File: config.mk
export PLATFORM = sky130hd
export DESIGN_NAME = fb_write_ctrl_flat
export DESIGN_NICKNAME = d
export VERILOG_FILES = /design/src/rtl/fb_pkg.sv /design/src/rtl/fb_write_ctrl_if.sv /design/src/rtl/fb_clear_seq.sv /design/src/rtl/fb_write_ctrl.sv /design/src/flat_wrapper.sv
export SDC_FILE = /design/constraint.sdc
export NUM_CORES = 1
export LEC_CHECK = 0
export CAP_MARGIN = 10
export CORE_AREA = 2 2 136 85
export DETAILED_ROUTE_END_ITERATION = 12
export DIE_AREA = 0 0 138 87
export GPL_TIMING_DRIVEN = 0
export PLACE_DENSITY = 0.77
export SETUP_SLACK_MARGIN = 0.5
export SLEW_MARGIN = 30
export SYNTH_ARGS = -nofsm -noshare
export SYNTH_HDL_FRONTEND = slang
export SYNTH_SLANG_ARGS = --single-unit
File: constraint.sdc
create_clock -name clk -period 2.19 [get_ports clk]
set_input_delay 0.3285 -clock clk [delete_from_list [all_inputs] [get_ports clk]]
set_output_delay 0.3285 -clock clk [all_outputs]
set_load 0.02 [all_outputs]
File: src/rtl/fb_pkg.sv
// -----------------------------------------------------------------------------
// fb_pkg
// Shared definitions for the framebuffer write-port front end:
//   FB_ADDR_W / FB_DATA_W  default pixel address / pixel data widths
//   fb_state_e             write-port arbitration state
//   pixel_t                one RGB888 pixel
// -----------------------------------------------------------------------------
package fb_pkg;

  localparam int FB_ADDR_W = 20;
  localparam int FB_DATA_W = 24;

  typedef enum logic [1:0] {
    FB_IDLE  = 2'd0,
    FB_CLEAR = 2'd1,
    FB_DONE  = 2'd2
  } fb_state_e;

  typedef logic [FB_DATA_W-1:0] pixel_t;

endpackage

File: src/rtl/fb_write_ctrl_if.sv
// -----------------------------------------------------------------------------
// fb_write_ctrl_if
// Bus bundle around the framebuffer controller.
//   Raster write : wr_valid, wr_ready, wr_addr, wr_data
//   Scanout read : rd_req, rd_addr, rd_valid, rd_data
//   Memory port  : mem_read, mem_out, mem_writing, mem_waddr, mem_wdata
// Modports:
//   master - raster/scanout/memory side (drives requests and mem_out)
//   slave  - the controller (fb_write_ctrl)
// -----------------------------------------------------------------------------
interface fb_write_ctrl_if
  import fb_pkg::*;
#(
  parameter int ADDR_W = FB_ADDR_W,
  parameter int DATA_W = FB_DATA_W
);

  logic              wr_valid;
  logic              wr_ready;
  logic [ADDR_W-1:0] wr_addr;
  logic [DATA_W-1:0] wr_data;

  logic              rd_req;
  logic [ADDR_W-1:0] rd_addr;
  logic              rd_valid;
  logic [DATA_W-1:0] rd_data;

  logic [ADDR_W-1:0] mem_read;
  logic [DATA_W-1:0] mem_out;
  logic              mem_writing;
  logic [ADDR_W-1:0] mem_waddr;
  logic [DATA_W-1:0] mem_wdata;

  modport master (
    output wr_valid, wr_addr, wr_data, rd_req, rd_addr, mem_out,
    input  wr_ready, rd_valid, rd_data, mem_read, mem_writing, mem_waddr, mem_wdata
  );

  modport slave (
    input  wr_valid, wr_addr, wr_data, rd_req, rd_addr, mem_out,
    output wr_ready, rd_valid, rd_data, mem_read, mem_writing, mem_waddr, mem_wdata
  );

endinterface

File: src/rtl/fb_clear_seq.sv
// -----------------------------------------------------------------------------
// fb_clear_seq
// Address counter and colour latch for the clear sweep.
// Ports:
//   clk, rst_n  clock, asynchronous active-low reset
//   start       restart the sweep at address 0 and latch color
//   color       sweep colour, sampled on start
//   advance     a clear write was issued this cycle; step the counter
//   addr, data  address / colour of the current clear write
//   last        current address is CLEAR_LAST
// -----------------------------------------------------------------------------
module fb_clear_seq
  import fb_pkg::*;
#(
  parameter int                ADDR_W     = FB_ADDR_W,
  parameter int                DATA_W     = FB_DATA_W,
  parameter logic [ADDR_W-1:0] CLEAR_LAST = '1
) (
  input  logic              clk,
  input  logic              rst_n,
  input  logic              start,
  input  logic [DATA_W-1:0] color,
  input  logic              advance,
  output logic [ADDR_W-1:0] addr,
  output logic [DATA_W-1:0] data,
  output logic              last
);

  logic [ADDR_W-1:0] count_p0;
  logic [DATA_W-1:0] color_p0;

  always_ff @(posedge clk or negedge rst_n) begin
    if (!rst_n) begin
      count_p0 <= '0;
      color_p0 <= '0;
    end else if (start) begin
      count_p0 <= '0;
      color_p0 <= color;
    end else if (advance && !last) begin
      // Parks at CLEAR_LAST so the counter never wraps.
      count_p0 <= count_p0 + 1'b1;
    end
  end

  assign addr = count_p0;
  assign data = color_p0;
  assign last = (count_p0 == CLEAR_LAST);

endmodule

File: src/rtl/fb_write_ctrl.sv
// -----------------------------------------------------------------------------
// fb_write_ctrl
// Front end for the framebuffer memory: arbitrates the single write port
// between the rasterizer stream and the clear sweep, and passes scanout reads
// straight through with a one-cycle valid strobe.
// Ports:
//   clk, rst_n   clock, asynchronous active-low reset
//   clear_start  one-cycle pulse starting a sweep (ignored unless idle)
//   clear_color  sweep colour, sampled with an accepted clear_start
//   busy         sweep in progress
//   clear_done   one-cycle pulse after the last clear write is issued
//   bus          fb_write_ctrl_if.slave (raster write, scanout read, memory)
// Build option:
//   FB_WRITE_CTRL_RASTER_PRIORITY_EN - raster writes keep wr_ready high during
//   a sweep and preempt that cycle's clear write (the sweep is stretched).
// -----------------------------------------------------------------------------
module fb_write_ctrl
  import fb_pkg::*;
#(
  parameter int                ADDR_W     = FB_ADDR_W,
  parameter int                DATA_W     = FB_DATA_W,
  parameter logic [ADDR_W-1:0] CLEAR_LAST = '1
) (
  input  logic                 clk,
  input  logic                 rst_n,
  input  logic                 clear_start,
  input  logic [DATA_W-1:0]    clear_color,
  output logic                 busy,
  output logic                 clear_done,
  fb_write_ctrl_if.slave       bus
);

  fb_state_e         state, state_next;
  logic              seq_start, seq_advance, seq_last;
  logic [ADDR_W-1:0] seq_addr;
  logic [DATA_W-1:0] seq_data;
  logic              raster_wr, clear_wr;

  logic              wr_en_p1;
  logic [ADDR_W-1:0] waddr_p1;
  logic [DATA_W-1:0] wdata_p1;
  logic              rd_vld_p1;

  fb_clear_seq #(
    .ADDR_W     (ADDR_W),
    .DATA_W     (DATA_W),
    .CLEAR_LAST (CLEAR_LAST)
  ) u_clear_seq (
    .clk     (clk),
    .rst_n   (rst_n),
    .start   (seq_start),
    .color   (clear_color),
    .advance (seq_advance),
    .addr    (seq_addr),
    .data    (seq_data),
    .last    (seq_last)
  );

  always_ff @(posedge clk or negedge rst_n) begin
    if (!rst_n) state <= FB_IDLE;
    else        state <= state_next;
  end

  always_comb begin
    state_next   = state;
    bus.wr_ready = 1'b0;
    seq_start    = 1'b0;
    seq_advance  = 1'b0;
    clear_wr     = 1'b0;
    busy         = 1'b0;
    clear_done   = 1'b0;
    case (state)
      FB_IDLE: begin
        // A raster write in the same cycle as clear_start still goes through.
        bus.wr_ready = 1'b1;
        if (clear_start) begin
          seq_start  = 1'b1;
          state_next = FB_CLEAR;
        end
      end
      FB_CLEAR: begin
        busy = 1'b1;
`ifdef FB_WRITE_CTRL_RASTER_PRIORITY_EN
        bus.wr_ready = 1'b1;
        if (!bus.wr_valid) begin
          clear_wr    = 1'b1;
          seq_advance = 1'b1;
          if (seq_last) state_next = FB_DONE;
        end
`else
        clear_wr    = 1'b1;
        seq_advance = 1'b1;
        if (seq_last) state_next = FB_DONE;
`endif
      end
      FB_DONE: begin
        bus.wr_ready = 1'b1;
        clear_done   = 1'b1;
        state_next   = FB_IDLE;
      end
      default: state_next = FB_IDLE;
    endcase
  end

  assign raster_wr = bus.wr_valid && bus.wr_ready;

  // ---- stage p1: registered memory write port and read strobe ----
  always_ff @(posedge clk or negedge rst_n) begin
    if (!rst_n) begin
      wr_en_p1  <= 1'b0;
      waddr_p1  <= '0;
      wdata_p1  <= '0;
      rd_vld_p1 <= 1'b0;
    end else begin
      wr_en_p1  <= raster_wr || clear_wr;
      rd_vld_p1 <= bus.rd_req;
      if (raster_wr) begin
        waddr_p1 <= bus.wr_addr;
        wdata_p1 <= bus.wr_data;
      end else if (clear_wr) begin
        waddr_p1 <= seq_addr;
        wdata_p1 <= seq_data;
      end
    end
  end

  assign bus.mem_writing = wr_en_p1;
  assign bus.mem_waddr   = waddr_p1;
  assign bus.mem_wdata   = wdata_p1;

  // Memory read data is already registered, so it lines up with rd_vld_p1.
  assign bus.mem_read = bus.rd_addr;
  assign bus.rd_valid = rd_vld_p1;
  assign bus.rd_data  = bus.mem_out;

endmodule

File: src/flat_wrapper.sv
// flat-port wrapper written by rule: the top's interface ports become plain ports
module fb_write_ctrl_flat import fb_pkg::*;
#(
  parameter int                ADDR_W     = FB_ADDR_W,
  parameter int                DATA_W     = FB_DATA_W,
  parameter logic [ADDR_W-1:0] CLEAR_LAST = '1
)
  (clk, rst_n, clear_start, clear_color, busy, clear_done, bus_wr_valid, bus_wr_addr, bus_wr_data, bus_rd_req, bus_rd_addr, bus_mem_out, bus_wr_ready, bus_rd_valid, bus_rd_data, bus_mem_read, bus_mem_writing, bus_mem_waddr, bus_mem_wdata);
  fb_write_ctrl_if #(.ADDR_W(ADDR_W), .DATA_W(DATA_W)) bus_i ();
  input  logic clk;
  input  logic rst_n;
  input  logic clear_start;
  input  logic [DATA_W-1:0] clear_color;
  output logic busy;
  output logic clear_done;
  input wire logic [$bits(bus_i.wr_valid)-1:0] bus_wr_valid;
  input wire logic [$bits(bus_i.wr_addr)-1:0] bus_wr_addr;
  input wire logic [$bits(bus_i.wr_data)-1:0] bus_wr_data;
  input wire logic [$bits(bus_i.rd_req)-1:0] bus_rd_req;
  input wire logic [$bits(bus_i.rd_addr)-1:0] bus_rd_addr;
  input wire logic [$bits(bus_i.mem_out)-1:0] bus_mem_out;
  output wire logic [$bits(bus_i.wr_ready)-1:0] bus_wr_ready;
  output wire logic [$bits(bus_i.rd_valid)-1:0] bus_rd_valid;
  output wire logic [$bits(bus_i.rd_data)-1:0] bus_rd_data;
  output wire logic [$bits(bus_i.mem_read)-1:0] bus_mem_read;
  output wire logic [$bits(bus_i.mem_writing)-1:0] bus_mem_writing;
  output wire logic [$bits(bus_i.mem_waddr)-1:0] bus_mem_waddr;
  output wire logic [$bits(bus_i.mem_wdata)-1:0] bus_mem_wdata;
  assign bus_i.wr_valid = bus_wr_valid;
  assign bus_i.wr_addr = bus_wr_addr;
  assign bus_i.wr_data = bus_wr_data;
  assign bus_i.rd_req = bus_rd_req;
  assign bus_i.rd_addr = bus_rd_addr;
  assign bus_i.mem_out = bus_mem_out;
  assign bus_wr_ready = bus_i.wr_ready;
  assign bus_rd_valid = bus_i.rd_valid;
  assign bus_rd_data = bus_i.rd_data;
  assign bus_mem_read = bus_i.mem_read;
  assign bus_mem_writing = bus_i.mem_writing;
  assign bus_mem_waddr = bus_i.mem_waddr;
  assign bus_mem_wdata = bus_i.mem_wdata;
  fb_write_ctrl #(.ADDR_W(ADDR_W), .DATA_W(DATA_W), .CLEAR_LAST(CLEAR_LAST)) u_core (.clk(clk), .rst_n(rst_n), .clear_start(clear_start), .clear_color(clear_color), .busy(busy), .clear_done(clear_done), .bus(bus_i));
endmodule
; Word-level counts from Yosys, hierarchy flattened
; Cells that the tools add are included.
[totals]
latch_bits = 0
output_inout_bits = 93
mem_bits_ro = 0
word_cells = 36
memories = 0
ramBits = 0
ff_bits = 92
[op_classes]
magnitude_cmp = 0
bitwise = 0
n_mux = 14
n_div = 0
n_eq_ne = 5
shifts = 0
mul = 0
n_addsub = 1
n_reduce_logical = 9
[op_table]
columns = cell, count
row1 = $mux W20, 4
row2 = $mux W24, 2
row3 = $add A20 B1 Y20 const B, 1
row4 = $eq A20 B20 Y1 const B, 1
row5 = $mux W1, 5
row6 = $mux W2, 2
row7 = $ne A2 B2 Y1 const B, 2
row8 = $pmux W2 S2, 1
row9 = $reduce_bool A2 Y1, 2
row10 = $eq A2 B1 Y1 const B, 1
row11 = $eq A2 B2 Y1 const B, 1
row12 = $logic_and A1 B1 Y1, 2
row13 = $logic_not A2 Y1, 1
row14 = $reduce_and A2 Y1, 1
row15 = $reduce_or A2 Y1, 1
row16 = $logic_not A1 Y1, 1
row17 = $logic_or A1 B1 Y1, 1

; Logic depth before layout (Yosys ltp)
[depth]
ltp_word = 5
mapped_depth = 7
depth_no_buf = 6

; By module
; A second synthesis with hierarchy kept.
[unflattened]
cells_unflattened = 425
area_unflattened_um2 = 5096.1
[by_module_without_submodules]
columns = mod, instances, seq_area_each_um2, cells_each, area_per_inst_um2
row1 = fb_write_ctrl, 1, 1201.2, 250, 3094.2
row2 = fb_clear_seq, 1, 1101.1, 175, 2001.9

; Worst setup path after synthesis
; OpenSTA, ideal clock, no wires.
[synth_path]
kind = register -> register
startpoint = reg u_core.u_clear_seq.count_p0[0], in the netlist u_core.u_clear_seq.addr[0]
endpoint = reg u_core.u_clear_seq.count_p0[10], in the netlist u_core.u_clear_seq.addr[10]
stages_incl_launch_ff = 8
required_ns = 2.064
arrival_ns = 1.691
setup_slack_ns = 0.373
path_cell_list = dfrtp_1 ha_1 nand3_1 nor3_4 a21oi_1 buf_2 nor2_1 a221o_1
[synth_via]
elab_chain_cells = 4
elab_cells_between_ends = 7
classes_between = add/sub (1) / eq/ne (1) / mux (2) / reduce/logical (3)
[synth_rtl]
columns = item, line_no
row1 = "start, declared", fb_clear_seq.sv:29  ; logic [ADDR_W-1:0] count_p0;
row2 = "start signal, assigned", fb_clear_seq.sv:41  ; count_p0 <= count_p0 + 1'b1;
row3 = "parallel branches: the longest is 4 deep, another holds $add A20 B1 Y20", -
; Several ways; the timed one is not identified. The select of a mux whose other input is x is not followed.
; A chain may end at the register's enable or synchronous reset.

; Worst setup path after layout
[layout_path]
startpoint = reg u_core.state[0]
endpoint = out busy
[layout_via]
elab_chain_cells = 2
[layout_rtl]
columns = item, line_no
row1 = "start, declared", fb_write_ctrl.sv:33  ; fb_state_e state, state_next;
row2 = "start signal, assigned", fb_write_ctrl.sv:61  ; else state <= state_next;
row3 = $eq A2 B1 Y1, fb_write_ctrl.sv:72  ; case (state)
row4 = $mux W1, fb_write_ctrl.sv:72
row5 = "end, declared", flat_wrapper.sv:14  ; output logic busy;
; No other way between the ends.

==> metrics.csv <==
stage,metric,value,unit
critical_path,crit end category,primary output,
die,Die Width,138,um
synthesis,ys async rst share,1.00,
timing,Highest Clock Rate,562,MHz
grt,initial antenna violation count,0,
routing,WL final,13.2,mm
timing,minimum clock period,1780,ps
timing,Final Max Slew Viols,0,
synthesis,Post-synth EDFFs,0,
clock_network,Root Buffer,clkbuf_16,
final_layout,ANT cells,0,
die,Starting Density,0.399,
critical_path,RR Endpoint,u_core.u_clear_seq.addr[19],
die,die footprint,12000,um^2
clock_network,Sink Count,92,
synthesis,Main synth FF type,dfrtp_1,
final_layout,"most common cell after layout, fill and taps aside",nand2_1,
pwr,Peak VDD IR,0.000542,V
critical_path,crit-path max FO,10,
clock_network,total CTS buffers,9,
placed_design,Detailed Place HPWL,9.32,mm
timing,Slew HR,0.509,
pwr,Total Power,6.09,mW
clock_network,clock slew at reported path FFs,70,ps
synthesis,Post-Synthesis Cell Area,4340,um^2
grt,grt ovf,0,
routing,antenna violation net count after detailed routing,0,
critical_path,CP startpoint kind,flop,
timing,skew final,10.1,ps
critical_path,Reg2Reg Setup Slack,450,ps
synthesis,mean post-synth cell area,9.26,um^2
final_layout,area delta synth->final,58.2,%
outcome,status,"complete, no violations",
critical_path,Worst Setup EP,busy,
die,FP Rows,30,
routing,Vias/cell,5.03,
synthesis,YS warnings,0,
critical_path,critical path type,flop to primary output,
grt,first-pass GRT wire length,20.4,mm
timing,RSZ-0062 raised after global routing,true,
routing,DR WL/cell,16.1,um
synthesis,Yosys cell types,41,
synthesis,"Seq/Total Area, Yosys",0.530,
routing,DR pass1 iterations,5,
pwr,P per Cell Area,886,nW/um^2
final_layout,layout net count,788,
synthesis,Gate Count Post-Synth,469,
clock_network,Skew-Pair Late Insertion Delay,350,ps
synthesis,register bit total from synthesis,92,
timing,final setup vio count,0,
clock_network,CTS tree,built,
critical_path,crit path DAT,1450,ps
pwr,Static Leak,3.28,nW
grt,total track usage,0.214,
final_layout,share of layout cells above drive strength 1,0.196,
placed_design,I/O Buffers,165,
final_layout,fin area,6870,um^2
final_layout,most frequent cells in the layout,"nand2_1, clkdlybuf4s50_1, dfrtp_1",
critical_path,worst reg2reg startpoint,u_core.u_clear_seq.addr[10],
routing,via count,4123,
min_path,Tightest Hold Check Type,primary input to asynchronous set/reset pin,
synthesis,Post-Synthesis Net Count,587,
timing,final period utilization,0.812,
critical_path,Critical Path RT,1860,ps
clock_network,CTS H-tree depth,3,
die,core area,10900,um^2
grt,number of global-route vias before repair,3982,
placed_design,GP Congestion,0.843,
critical_path,R2R depth,5,
critical_path,critical path startpoint,u_core.state[0],
die,chip height,87,um
timing,setup TNS,0,ps
placed_design,dpl cell area,6220,um^2
routing,DRC errors left,0,
die,I/O pin cnt,210,
clock_network,Bufs on Longest Clock Path,2,
timing,Least-Margin Pin Slew,737,ps
timing,hold slack,399,ps
timing,"Hold Vio Cnt, Final",0,
routing,initial DRC count,330,
grt,largest net degree at the start of global routing,70,
flow_run,max-cap violations,0,
synth_stat cells (4+ instances only):
| cell type | instances | area, um^2 |
|---|---|---|
| inv_1 | 4 | 15.0 |
| nand4_1 | 7 | 43.8 |
| clkbuf_1 | 19 | 71.3 |
| a22oi_1 | 41 | 308 |
| mux2i_1 | 6 | 60.1 |
| xnor2_1 | 9 | 78.8 |
| nand2_1 | 163 | 612 |
| a21oi_1 | 6 | 30.0 |
| a221o_1 | 4 | 40.0 |
| nand3_1 | 8 | 40.0 |
| dfrtp_1 | 92 | 2300 |
| nor2_1 | 25 | 93.8 |
| buf_4 | 44 | 330 |
flip-flops by register name (all words and copies together), names as in the netlist:
name                     count
u_core.bus.mem_wdata        24
u_core.u_clear_seq.data     24
u_core.bus.mem_waddr        20
u_core.u_clear_seq.addr     20
u_core.state                 2
u_core.bus.mem_writing       1
u_core.bus.rd_valid          1
cell type report:
| cell class | count | area, um^2 |
|---|---|---|
| Multi-Input combinational cell | 302 | 1710 |
| Fill cell | 870 | 4010 |
| Tap cell | 144 | 180 |
| Clock inverter | 7 | 76.3 |
| Clock buffer | 9 | 225 |
| Timing Repair Buffer | 190 | 1870 |
| Sequential cell | 92 | 2310 |
| Buffer | 69 | 477 |
| Inverter | 6 | 22.5 |
per-layer routing:
layer / share of wire / vias up / routed length, um / global-route usage
met3: 0.076 / 16 / 1000 / 0.0616
met2: 0.49 / 179 / 6520 / 0.362
met1: 0.42 / 1996 / 5510 / 0.273
li1: - / 1932 / - / -
met5: 0 / - / 0 / 0
met4: 0.012 / 0 / 153 / 0.0584
cells by family after synthesis:
| logic type | share of synthesized area |
|---|---|
| AND/OR/NAND/NOR | 0.213 |
| multiplexers | 0.0164 |
| adder cells (fa/ha/maj) | 0.00288 |
| XOR/XNOR | 0.0222 |
| buffers and inverters | 0.104 |
| AO/OA/AOI/OAI | 0.112 |
| flip-flops | 0.530 |
where the power goes:
part | switching, mW | internal, mW | total [mW] | leakage, nW
Sequential | 0.302 | 2.14 | 2.44 | 1.16
Combinational | 1.04 | 1.05 | 2.09 | 1.98
Clock | 0.748 | 0.812 | 1.56 | 0.149
Total | 2.09 | 4.00 | 6.09 | 3.28
worst max-delay path, stage by stage, from the launching register on:
cell      delay, ps
dfrtp_2         450
nand2b_4        130
inv_2            50
clkbuf_8        170
buf_8           140
buf_4           150
metrics by stage:
stage	setup slack (ps)	cells	util
after floorplan	515	469	-
after global placement	-2560	778	0.568
after detailed placement	-401	779	0.571
after CTS	356	811	0.620
after global routing	353	819	0.631
final	412	819	0.631
repair_timing:
action / CTS / global route
pin swaps: 4 / 3
hold buffers: 1 / 0
hold endpoints to repair: 23 / 0
setup buffers: 15 / 8
gates resized for setup: 45 / 24
endpoints found under the setup margin: 88 / 76
worst min-delay path by stage:
stage / from / slack [ps] / endpoint / cells after the start
4_1_cts: rst_n / 400 / u_core.bus.mem_waddr[7] / 2
5_1_grt: bus_rd_req / 420 / u_core.bus.rd_valid / 1
3_3_place_gp: u_core.bus.mem_wdata[11] / 460 / u_core.bus.mem_wdata[11] / 2
6_report: rst_n / 400 / u_core.bus.mem_waddr[7] / 2
3_5_place_dp: rst_n / 210 / u_core.bus.mem_waddr[7] / 1
2_1_floorplan: rst_n / 30 / u_core.bus.mem_waddr[0] / 0
Note: power is estimated with default switching activity, not from simulation.
